==> config.mk <==
export PLATFORM = sky130hd
export DESIGN_NAME = vectored_irq_controller_flat
export DESIGN_NICKNAME = d
export VERILOG_FILES = /design/src/rtl/vectored_irq_controller_if.sv /design/src/rtl/vectored_irq_controller.sv /design/src/flat_wrapper.sv
export SDC_FILE = /design/constraint.sdc
export NUM_CORES = 1
export LEC_CHECK = 0
export ABC_AREA = 1
export BUFFER_PORTS_ARGS = -buffer_cell sky130_fd_sc_hd__buf_2
export CELL_PAD_IN_SITES_DETAIL_PLACEMENT = 0
export CELL_PAD_IN_SITES_GLOBAL_PLACEMENT = 1
export CORE_ASPECT_RATIO = 2
export CORE_MARGIN = 2
export CORE_UTILIZATION = 34
export CTS_CLUSTER_SIZE = 28
export DETAILED_ROUTE_END_ITERATION = 6
export PLACE_DENSITY = 0.81
export SYNTH_ARGS = -nofsm -noshare
export SYNTH_HDL_FRONTEND = slang
export SYNTH_SLANG_ARGS = --single-unit
export TNS_END_PERCENT = 20
==> constraint.sdc <==
create_clock -name clk -period 1.6 [get_ports clk]
set_clock_uncertainty 0.15 [all_clocks]
set_input_delay 0.32 -clock clk [delete_from_list [all_inputs] [get_ports clk]]
set_output_delay 0.32 -clock clk [all_outputs]
set_load 0.01 [all_outputs]
==> src/rtl/vectored_irq_controller_if.sv <==
// CPU-side request/acknowledge bundle of the vectored interrupt controller.
// The controller drives irq/vector/grant_id; the CPU returns ack.
interface vectored_irq_controller_if #(
  parameter int I_ADDR_WIDTH = 10
);
  logic                    irq;
  logic                    ack;
  logic [I_ADDR_WIDTH-1:0] vector;
  logic [4:0]              grant_id;

  modport master (
    output irq,
    output vector,
    output grant_id,
    input  ack
  );

  modport slave (
    input  irq,
    input  vector,
    input  grant_id,
    output ack
  );
endinterface

==> src/rtl/vectored_irq_controller.sv <==
// Vectored interrupt controller: edge/level capture, fixed or round-robin
// arbitration and a committed IDLE/REQUEST/ACKED handshake with the CPU.
module vectored_irq_controller #(
  parameter int CHANNELS      = 8,
  parameter int I_ADDR_WIDTH  = 10,
  parameter int VECTOR_BASE   = 1,
  parameter int VECTOR_STRIDE = 1,
  parameter int ROUND_ROBIN   = 0
) (
  input  logic                clk,
  input  logic                reset,
  input  logic [CHANNELS-1:0] irq_lines,
  input  logic [CHANNELS-1:0] edge_sel,
  input  logic [CHANNELS-1:0] mask,
  input  logic                global_en,
  output logic [CHANNELS-1:0] pending,
  output logic                spurious_ack,
  vectored_irq_controller_if.master bus
);

  typedef enum logic [1:0] {
    IDLE    = 2'd0,
    REQUEST = 2'd1,
    ACKED   = 2'd2
  } state_e;

  state_e                  state_q, state_d;
  logic [CHANNELS-1:0]     prev_q, pend_q, pend_d;
  logic [4:0]              gid_q, gid_d;
  logic [4:0]              last_q, last_d;
  logic [I_ADDR_WIDTH-1:0] vec_q, vec_d, vcalc;
  logic                    irq_q, irq_d;
  logic                    spur_q, spur_d;
  logic [CHANNELS-1:0]     cand;
  logic [4:0]              win;
  logic                    ack_req;

  function automatic logic [4:0] fixed_pick(
    input logic [CHANNELS-1:0] c
  );
    logic [4:0] w;
    w = '0;
    for (int i = CHANNELS - 1; i >= 0; i--)
      if (c[i]) w = 5'(i);
    return w;
  endfunction

  // Rotating search starting just after the previous winner
  function automatic logic [4:0] rr_pick(
    input logic [CHANNELS-1:0] c,
    input logic [4:0]          last
  );
    logic [4:0]          w;
    logic                found;
    logic [5:0]          idx;
    logic [CHANNELS-1:0] sh;
    w     = '0;
    found = 1'b0;
    for (int k = 0; k < CHANNELS; k++) begin
      idx = {1'b0, last} + 6'd1 + 6'(k);
      if (idx >= 6'(CHANNELS)) idx = idx - 6'(CHANNELS);
      sh = c >> idx;
      if (!found && sh[0]) begin
        w     = idx[4:0];
        found = 1'b1;
      end
    end
    return w;
  endfunction

  assign ack_req = (state_q == REQUEST) && bus.ack;
  assign cand    = pend_q & mask;

  always_comb begin
    win = '0;
    if (ROUND_ROBIN != 0) win = rr_pick(cand, last_q);
    else                  win = fixed_pick(cand);
  end

  assign vcalc = I_ADDR_WIDTH'(VECTOR_BASE + int'(win) * VECTOR_STRIDE);

  always_comb begin
    pend_d = pend_q;
    for (int i = 0; i < CHANNELS; i++) begin
      if (edge_sel[i])
        pend_d[i] = (irq_lines[i] & ~prev_q[i]) |
                    (pend_q[i] & ~(ack_req && (gid_q == 5'(i))));
      else
        pend_d[i] = irq_lines[i];
    end
  end

  always_comb begin
    state_d = state_q;
    gid_d   = gid_q;
    vec_d   = vec_q;
    unique case (state_q)
      IDLE: begin
        if (global_en && (|cand)) begin
          state_d = REQUEST;
          gid_d   = win;
          vec_d   = vcalc;
        end
      end
      REQUEST: if (bus.ack) state_d = ACKED;
      ACKED:   state_d = IDLE;
      default: state_d = IDLE;
    endcase
    irq_d  = (state_d == REQUEST);
    last_d = ack_req ? gid_q : last_q;
    spur_d = spur_q | (bus.ack && (state_q != REQUEST));
  end

  always_ff @(posedge clk or negedge reset) begin
    if (!reset) begin
      state_q <= IDLE;
      prev_q  <= '0;
      pend_q  <= '0;
      gid_q   <= '0;
      vec_q   <= '0;
      irq_q   <= 1'b0;
      spur_q  <= 1'b0;
      last_q  <= 5'(CHANNELS - 1);
    end else begin
      state_q <= state_d;
      prev_q  <= irq_lines;
      pend_q  <= pend_d;
      gid_q   <= gid_d;
      vec_q   <= vec_d;
      irq_q   <= irq_d;
      spur_q  <= spur_d;
      last_q  <= last_d;
    end
  end

  assign bus.irq      = irq_q;
  assign bus.vector   = vec_q;
  assign bus.grant_id = gid_q;
  assign pending      = pend_q;
  assign spurious_ack = spur_q;

endmodule

==> src/flat_wrapper.sv <==
// flat-port wrapper written by rule: the top's interface ports become plain ports
module vectored_irq_controller_flat 
#(
  parameter int CHANNELS      = 8,
  parameter int I_ADDR_WIDTH  = 10,
  parameter int VECTOR_BASE   = 1,
  parameter int VECTOR_STRIDE = 1,
  parameter int ROUND_ROBIN   = 0
)
  (clk, reset, irq_lines, edge_sel, mask, global_en, pending, spurious_ack, bus_irq, bus_vector, bus_grant_id, bus_ack);
  vectored_irq_controller_if #(.I_ADDR_WIDTH(I_ADDR_WIDTH)) bus_i ();
  input  logic clk;
  input  logic reset;
  input  logic [CHANNELS-1:0] irq_lines;
  input  logic [CHANNELS-1:0] edge_sel;
  input  logic [CHANNELS-1:0] mask;
  input  logic global_en;
  output logic [CHANNELS-1:0] pending;
  output logic spurious_ack;
  output wire logic [$bits(bus_i.irq)-1:0] bus_irq;
  output wire logic [$bits(bus_i.vector)-1:0] bus_vector;
  output wire logic [$bits(bus_i.grant_id)-1:0] bus_grant_id;
  input wire logic [$bits(bus_i.ack)-1:0] bus_ack;
  assign bus_irq = bus_i.irq;
  assign bus_vector = bus_i.vector;
  assign bus_grant_id = bus_i.grant_id;
  assign bus_i.ack = bus_ack;
  vectored_irq_controller #(.CHANNELS(CHANNELS), .I_ADDR_WIDTH(I_ADDR_WIDTH), .VECTOR_BASE(VECTOR_BASE), .VECTOR_STRIDE(VECTOR_STRIDE), .ROUND_ROBIN(ROUND_ROBIN)) u_core (.clk(clk), .reset(reset), .irq_lines(irq_lines), .edge_sel(edge_sel), .mask(mask), .global_en(global_en), .pending(pending), .spurious_ack(spurious_ack), .bus(bus_i));
endmodule
# Yosys cells after proc, flatten, opt, wreduce, memory -nomap -nowiden

Index checks and enable logic that the tools add are counted.

Register bits after elaboration: 35
Output and inout port bits: 25
Logic and storage cells: 94

$add $sub $neg: 1
Equal/unequal tests: 10
Muxes and demuxes: 19
Bitwise logic cells: 42
Reductions and logical operators: 15

Operators by type and width:

| cell                                                 | number |
|---|---|
| two-way mux 5 bit                                    | 7 |
| equality test 5 x 3 -> 1 bit (second input constant) | 4 |
| AND 1 bit                                            | 16 |
| NOT 1 bit                                            | 16 |
| logical AND 1 bit                                    | 11 |
| equality test 5 x 2 -> 1 bit (second input constant) | 2 |
| bitwise OR 1 bit                                     | 9 |
| AND 8 bit                                            | 1 |
| two-way mux 1 bit                                    | 8 |
| OR reduction 8 bit                                   | 1 |
| adder 1 x 5 -> 6 bit (first input constant)          | 1 |
| equality test 5 x 1 -> 1 bit (second input constant) | 1 |
| logical NOT 5 bit                                    | 1 |
| equality test 2 x 1 -> 1 bit (second input constant) | 2 |
| two-way mux 2 bit                                    | 2 |
| case mux 2 bit (2 select lines)                      | 1 |
| two-way mux 3 bit                                    | 1 |
| logical NOT 2 bit                                    | 1 |
| != test 2 x 1 -> 1 bit (second input constant)       | 1 |
| AND reduction 2 bit                                  | 1 |

# Depth between registers and ports, before layout

Gate-level depths: netlist (run 1).

Word-level depth: 10
Mapped depth: 12
Gate-level depth less buffers: 12

# Worst setup path after synthesis (run 1)

OpenSTA, ideal clock, no wires.

Path kind: flip-flop to flip-flop
Start: reg u_core.pend_q[0], in the netlist u_core.pending[0]
End: reg u_core.vec_q[2], in the netlist u_core.bus.vector[2]
Arrival: 1.071 ns
Slack: 0.262 ns
Stages on the path, launching flop included: 9
Path buffers: 0
Cells stage by stage: dfrtp_1 > nand2_2 > nand2_2 > nor2_4 > inv_2 > nor2_4 > nand4_1 > nand3_1 > nand2_1

Word-level cells in the longest chain between the ends: 4

RTL lines:

| what                                                         | RTL line                       | RTL |
|---|---|---|
| start, declared                                              | vectored_irq_controller.sv:28  | `logic [CHANNELS-1:0] prev_q, pend_q, pend_d;` |
| start signal, assigned                                       | vectored_irq_controller.sv:127 | `pend_q <= pend_d;` |
| AND 8 bit *                                                  | vectored_irq_controller.sv:72  | `assign cand = pend_q & mask;` |
| branches (longest 3 deep; another with adder 1 x 5 -> 6 bit) | --                             |  |
| end signal, assigned                                         | vectored_irq_controller.sv:129 | `vec_q <= vec_d;` |
| end, declared                                                | vectored_irq_controller.sv:31  | `logic [I_ADDR_WIDTH-1:0] vec_q, vec_d, vcalc;` |

Mark *: on every way between the ends.
A chain may end at the register's enable or synchronous reset.

# Final worst setup path (run 1)

Start: reg u_core.pend_q[5], in the netlist u_core.pending[5]
End: reg u_core.gid_q[2], in the netlist u_core.bus.grant_id[2]

Word-level cells in the longest chain between the ends: 7

RTL lines:

| what                           | RTL line                       | RTL |
|---|---|---|
| AND 8 bit *                    | vectored_irq_controller.sv:72  |  |
| two-way mux 5 bit (6 in a row) | vectored_irq_controller.sv:44  | `if (c[i]) w = 5'(i);` |
| end signal, assigned           | vectored_irq_controller.sv:128 | `gid_q <= gid_d;` |
| end, declared                  | vectored_irq_controller.sv:29  | `logic [4:0] gid_q, gid_d;` |

Every way passes the cells marked *; elsewhere a longest branch is shown, timed or not.

==> results of run 1 <==
==> logic make-up (layout without fill, tap and decap cells) <==
group / Yosys count / count (layout)
DFF: 27 / 27
AOI/OAI and AO/OA: 16 / 16
other: 1 / 8
and+or+nand+nor: 87 / 87
buffers and inverters: 19 / 62
==> registers in the layout, indices dropped and copies added, names as in the netlist <==
register,count
u_core.spurious_ack,1
u_core.pending,8
u_core.bus.vector,4
u_core.bus.grant_id,3
u_core.prev_q,8
u_core.bus.irq,1
u_core.state_q,2
==> synth_stat cells (all sizes together) <==
cell and n:
a21o 1, a21oi 1, buf 9, conb 1
dfrtp 27, inv 10, nand2 66, nand3 5
nand4 1, nor2 15, o21ai 14
==> layout make-up <==
type	count	area, um^2	area share [%]
Inverter	10	37.5	2.30
Multi-Input combinational cell	111	551	33.8
Clock inverter	1	7.51	0.461
Timing Repair Buffer	48	255	15.7
Tap cell	49	61.3	3.76
Clock buffer	3	41.3	2.53
Sequential cell	27	676	41.5
==> final timing paths <==
| path | endpoint | start | slack [ns] |
|---|---|---|---|
| setup reg to reg | u_core.bus.grant_id[2] | u_core.pending[5] | 0.15 |
| max in group asynchronous | u_core.bus.grant_id[1] | reset | 0.49 |
| min in group asynchronous | u_core.prev_q[6] | reset | 0.42 |
| hold / removal | u_core.prev_q[3] | irq_lines[3] | 0.007 |
| setup / recovery | u_core.bus.grant_id[2] | u_core.pending[5] | 0.15 |
| hold reg to reg | u_core.spurious_ack | u_core.spurious_ack | 0.31 |
==> through the flow <==
step	area (um^2)	std cells	utilization (%)	setup WS (ns)
2_1_floorplan	1330	157	-	0.262
3_3_place_gp	1550	243	42.6	0.0967
3_5_place_dp	1550	243	42.6	0.0738
4_1_cts	1610	248	44.2	0.0689
5_1_grt	1630	249	44.7	0.0416
6_report	1630	249	44.7	0.152
==> per-layer routing <==
layer / track usage [%] / wire length (um) / vias up
met5: 0 / 0 / -
met4: 4.73 / 36 / 0
met3: 1.79 / 83 / 4
met2: 25.7 / 1620 / 22
met1: 15.1 / 954 / 487
li1: - / - / 548
==> critical path: stages, from the launching register on <==
cell	delay, ns
dfrtp_1	0.41
nand2_2	0.11
nand2_1	0.09
nor2_4	0.13
nand2_2	0.09
nand3_4	0.13
inv_2	0.07
nand2_1	0.09
o21ai_1	0.06
==> power groups by stage <==
stage               combinational (mW)  clock [mW]  sequential, mW
floorplan                        0.336           0           0.946
global placement                 0.589           0           0.919
detailed placement               0.586           0           0.921
CTS                              0.590       0.409           0.907
global route                     0.685       0.427           0.922
finish                           0.589       0.391           0.904
==> timing repair <==
action	in CTS	in global routing
hold endpoints to repair	27	1
endpoints found under the setup margin	0	5
hold buffers	1	1
resized for setup	0	1
==> results.ini, run 1 <==
[outcome]
status=finished, final reports clean

[sta]
rsz0062_at_grt=no
hold_violations=0
fmax_mhz=691
hold_ws_ns=0.00735
fin_crit_sh_pct=90.5
max_slew_margin_pct=61.3
drv_slew=0
setup_viol=0
fin_crit_ns=1.45
setup_tns_ns=0
worstMarginPinSlew_ns=0.581

[worst_setup_path]
start_kind=flop
critPathCaptureType=flop
reg2regPathDepth=8
arrival_ns=1.47
critPathRequiredTime_ns=1.62
setup.worst_path.class=flop to flop
cp_max_fo=12

[clock_network]
cts_sinks=27
cts_tree=done
worst_skew_pair.late_latency_ns=0.27
cts_root_buffer=clkbuf_8
cts_buffers=3
cts_max_path_buffers=2
post_cts_buffers=0
htreeDepth=1
clk_pin_slew_worst_paths_ns=0.10

[synthesis]
synthAdderAreaFrac_pct=0
synth-xor-area-share_pct=0
yosysWarnings=0
yosys.area.top_type=dfrtp_1
synthMuxAreaShare_pct=0
synth_area_per_cell_um2=8.67
synth_top_family_by_area=simple AND/OR/NAND/NOR gates
netlist_area_um2=1300
yosysTopAreaCellShare_pct=51.9
yosysSeqAreaShare_pct=51.9
syn_inst=150
yosys.area_share.simple_pct=31.9
yosys_register_bits=27
synth_compound_gate_area_share_pct=7.50
synth.distinct_cells=19
synth.area.top_cells=dfrtp_1, nand2_1, nand2_2

[drt]
via_per_inst=4.26
first_pass_iters=4
drtIter0Drc=10
wl_per_cell_um=10.8
final_antenna_net_count=0
drc=0
via_count=1061
wirelength_um=2700

[power]
p_int_mw=1.21
switching_power_uw=675
p_leak_nw=0.853
p_comb_share_pct=31.3
pwr_density_cell_nw_per_um2=1160
pwr-share-clk_pct=20.8
seq_power_share_pct=48.0
ir_drop_mv=0.566
power_mw=1.88
switching_share_pct=35.8

[floorplanning]
die_h_um=91.5
coreArea_um2=3650
die_area_um2=4370
rows=31
ios=53
dieWidth_um=47.7
start_util_pct=35.7

[layout]
drive_gt1_share_pct=39.0
diodes=0
fin_nets=229
fill_cells=427
layout_common_cells=nand2_1, buf_2, dfrtp_1
mostFrequentLayoutCell=nand2_1
syn_to_final_growth_pct=25.2

[worst_hold_path]
hp-class=input port to flop
hold_depth=1

[placement]
place_congestion=0.767
port_buffers=44
hpwl_um=2260

[global_routing]
grt_remaining_overflow=0
grt_pass1_vias=1084
grt_pass1_wl_um=4500
grt_usage_pct=14.1
antenna_found_initial=0
grt_max_degree=28

[job]
max_cap_viol_count=0

Power figures use the tool's default switching activity.
==> run 2, diff against run 1 <==
- REMOVE_ABC_BUFFERS: not set -> 1
==> run 2 against run 1 <==
First-iteration DRC count grew 10%. Critical endpoint unchanged. Non-clock buffer count shrank 3. Critical path type unchanged. Final cell count shrank 1.2%.
==> results.ini, run 2 (same netlist as run 1, synthesis figures left out) <==
[layout]
fill_cells=411
final_cells=246
mostFrequentLayoutCell=nand2_1
diodes=0
syn_to_final_growth_pct=23.0
fin_nets=226
utilization_pct=43.9
layout_common_cells=nand2_1, buf_2, dfrtp_1
drive_gt1_share_pct=38.1

[worst_setup_path]
start_kind=flop
cp_max_fo=12
critPathRequiredTime_ns=1.61
slowest_stage=dfrtp_1
arrival_ns=1.46
critPathCaptureType=flop
crit_path_max_incr_delay_ns=0.41
r2r-end=u_core.bus.grant_id[2]
setup.worst_path.class=flop to flop
reg2regPathDepth=8
r2r_start=u_core.pending[7]
path_common_cell=nand2_2
rrSetupSlack_ns=0.15
crit_path_cell_trace=nand2_2, nand2_4, nor2_4, nand2_2, nand3_4, inv_2, nand2_1, o21ai_1

[floorplanning]
die_h_um=91.5
start_util_pct=35.7
rows=31
dieWidth_um=47.7
coreArea_um2=3650
ios=53
die_area_um2=4370

[power]
p_leak_nw=0.840
p_int_mw=1.20
p_comb_share_pct=31.2
switching_share_pct=35.2
seq_power_share_pct=48.5
pwr_density_cell_nw_per_um2=1160
switching_power_uw=652
pwr-share-clk_pct=20.3
ir_drop_mv=0.527

[worst_hold_path]
min_from=irq_lines[3]
min_to=u_core.prev_q[3]
hp-class=input port to flop
hold_depth=1

[clock_network]
worst_skew_pair.late_latency_ns=0.26
cts_root_buffer=clkbuf_8
cts_buffers=3
cts_sinks=27
clk_pin_slew_worst_paths_ns=0.09
htreeDepth=1
cts_tree=done
cts_max_path_buffers=2

[sta]
worstMarginPinSlew_ns=0.598
fin_crit_ns=1.45
fin_crit_sh_pct=90.6
fmax_mhz=690
drv_slew=0
hold_violations=0
setup_viol=0
max_slew_margin_pct=60.1
setup_tns_ns=0
rsz0062_at_grt=no

[drt]
wl_per_cell_um=11.0
wirelength_um=2700
via_count=1070
final_antenna_net_count=0
drc=0
first_pass_iters=3
drtIter0Drc=11
via_per_inst=4.35

[placement]
hpwl_um=2210
port_buffers=44
dp.cells=241
place_congestion=0.777

[global_routing]
grt_pass1_wl_um=4440
grt_remaining_overflow=0
grt_max_degree=28
antenna_found_initial=0
grt_usage_pct=13.8
grt_pass1_vias=1087

[outcome]
status=finished, final reports clean

[job]
max_cap_viol_count=0

==> run 2: routing by layer <==
metal  share of wire, %  wire, um  up-vias  track usage, %
met4                2.1        57        0            4.73
met1                 36       968      485            14.8
met5                  0         0        -               0
li1                   -         -      546               -
met2                 58      1570       33            24.9
met3                3.9       105        6            1.99
==> run 2: power by group through the flow <==
| stage | Sequential [mW] | Clock [mW] | Combinational (mW) |
|---|---|---|---|
| global route | 0.916 | 0.422 | 0.663 |
| floorplan | 0.946 | 0 | 0.309 |
| finish | 0.898 | 0.377 | 0.579 |
| detailed placement | 0.916 | 0 | 0.577 |
| CTS | 0.903 | 0.394 | 0.581 |
| global placement | 0.914 | 0 | 0.575 |
==> run 2: worst max path at each step <==
stage / from / endpoint / slack, ns / cells past startpoint
detailed placement: mask[0] / u_core.bus.grant_id[2] / 0.07 / 9
finish: u_core.pending[7] / u_core.bus.grant_id[2] / 0.15 / 8
floorplan: u_core.pending[0] / u_core.bus.grant_id[2] / 0.17 / 8
global route: u_core.pending[0] / u_core.bus.grant_id[2] / 0.05 / 8
CTS: u_core.pending[7] / u_core.bus.grant_id[2] / 0.07 / 8
global placement: mask[0] / u_core.bus.grant_id[2] / 0.10 / 9
==> run 2: repair_timing <==
action	in CTS	in global routing
buffers inserted	0	0
setup endpoints to repair	0	2
endpoints found under the hold margin	27	0
resized for setup	0	1
hold buffers	1	0
==> run 2: layout make-up <==
class / instances / area [um^2] / share of cell area (%)
multi-input combinational: 111 / 551 / 34.4
sequential: 27 / 676 / 42.2
inverter: 10 / 37.5 / 2.35
clock buffer: 4 / 45.0 / 2.81
tap: 49 / 61.3 / 3.83
timing repair buffer: 45 / 230 / 14.4
==> run 2: worst max-delay path: cells and delay by family, from the launching register on <==
| kind | cells | cell delay (ns) |
|---|---|---|
| simple gates | 6 | 0.64 |
| flops | 1 | 0.41 |
| buf+inv | 1 | 0.07 |
| compound gates | 1 | 0.07 |
==> run 2: through the flow <==
stage | power (mW) | setup slack (ns) | instance area, um^2 | hold WS [ns]
CTS | 1.88 | 0.0667 | 1590 | 0.0122
finish | 1.85 | 0.151 | 1600 | 0.0177
floorplan | 1.25 | 0.174 | 1260 | -0.126
global route | 2.00 | 0.0462 | 1600 | 0.00275
global placement | 1.49 | 0.104 | 1540 | 0.213
detailed placement | 1.49 | 0.0708 | 1540 | 0.212
==> run 3, diff against run 2 <==
- PLACE_DENSITY: 0.81 -> not set
- PLACE_DENSITY_LB_ADDON: not set -> 0.1
==> run 3 against run 2 <==
Core utilization increased by 0.48 points. Register-to-register slack better by 0.03 ns. Clock power up 2%. Largest cell class unchanged. Largest power group unchanged.
==> results.ini, run 3 (same netlist as run 1, synthesis figures left out) <==
[outcome]
status=finished, final reports clean

[sta]
max_slew_margin_pct=60.1
hold_ws_ns=0.0147
fin_crit_sh_pct=88.9
fin_crit_ns=1.42
fmax_mhz=703
drv_slew=0
setup_viol=0
hold_violations=0
worstMarginPinSlew_ns=0.598
rsz0062_at_grt=no
setup_tns_ns=0

[power]
ir_drop_mv=0.481
p_leak_nw=0.853
pwr_density_cell_nw_per_um2=1150

[placement]
port_buffers=44
place_congestion=0.737
hpwl_um=2260

[drt]
routed-wl-met2_um=1600
final_antenna_net_count=0
drt-met1-wl_um=945
drtIter0Drc=10
first_pass_iters=4
via_count=1082
wl_per_cell_um=10.9
via_per_inst=4.35
wirelength_um=2700
drc=0
route.top_layer_used=met4
met3_length_um=116

[job]
max_cap_viol_count=0

[clock_network]
post_cts_buffers=0
htreeDepth=1
ctsResizeCount=0
clk_pin_slew_worst_paths_ns=0.09
cts_buffers=3
cts_max_path_buffers=2
worst_skew_pair.late_latency_ns=0.27
cts_hold_buf=1
cts_root_buffer=clkbuf_8
cts_sinks=27
cts_tree=done

[worst_setup_path]
arrival_ns=1.47
start_kind=flop
reg2regPathDepth=8
cp_max_fo=5
critPathCaptureType=flop
critPathRequiredTime_ns=1.65
setup.worst_path.class=flop to flop

[layout]
fill_cells=415
syn_to_final_growth_pct=24.3
mostFrequentLayoutCell=nand2_1
diodes=0
fin_nets=229
layout_common_cells=nand2_1, buf_2, dfrtp_1
drive_gt1_share_pct=38.5

[global_routing]
grt_usage_pct=14.6
grt_max_degree=28
grt_pass1_wl_um=4700
grt_remaining_overflow=0
grt_pass1_vias=1132
antenna_found_initial=0

[floorplanning]
die_h_um=91.5
start_util_pct=35.7
die_area_um2=4370
dieWidth_um=47.7
coreArea_um2=3650
ios=53
rows=31

[worst_hold_path]
hold_depth=1
hp-class=input port to flop

==> run 3: cell count changes in the layout (fill, tap and decap cells not counted), sizes merged <==
cell         before  now
dlygate4sd3       1    2
buf              44   46
==> run 3: path summary, 6_finish.rpt <==
path                                startpoint  slack, ns                     end
setup / recovery             u_core.pending[0]       0.18  u_core.bus.grant_id[1]
hold / removal                    irq_lines[0]       0.01        u_core.prev_q[0]
setup reg to reg             u_core.pending[0]       0.18  u_core.bus.grant_id[1]
hold reg to reg            u_core.spurious_ack       0.32     u_core.spurious_ack
max in group asynchronous                reset       0.48        u_core.prev_q[1]
min in group asynchronous                reset       0.44     u_core.spurious_ack
==> run 3: report_power, final <==
group | leakage (nW) | switching, mW | internal (mW) | total, mW
sequential | 0.321 | 0.0907 | 0.805 | 0.896
clock | 0.0228 | 0.205 | 0.178 | 0.383
combinational | 0.509 | 0.354 | 0.230 | 0.585
==> run 3: critical path, cell delays in order, from the launching register on <==
cell and delay (ns):
dfrtp_1 0.41, nand2_2 0.12, nand2_2 0.09, nor2_4 0.14, nand2_2 0.06, nand3_2 0.12, buf_4 0.16, nand2_1 0.06
o21ai_2 0.06
==> run 3: cell type report <==
| type | instances | area [um^2] | share of cell area, % |
|---|---|---|---|
| clock buffers | 4 | 45.0 | 2.78 |
| inverters | 10 | 37.5 | 2.32 |
| multi-input cells | 111 | 543 | 33.6 |
| flip-flops and latches | 27 | 676 | 41.8 |
| well taps | 49 | 61.3 | 3.79 |
| repair buffers | 48 | 255 | 15.8 |
==> run 3: routing by layer <==
layer	vias up	global-route usage (%)
li1	551	-
met3	4	1.99
met5	-	0
met2	27	25.4
met1	500	16.1
met4	0	6.08
==> run 3: per-stage QoR <==
step	instances	util [%]	total power [mW]	area (um^2)	setup slack [ns]
floorplan	148	-	1.25	1260	0.174
global placement	243	42.6	1.50	1550	0.159
detailed placement	243	42.6	1.51	1550	0.157
CTS	248	44.1	1.90	1610	0.146
global route	249	44.4	2.03	1620	0.0436
finish	249	44.4	1.86	1620	0.178
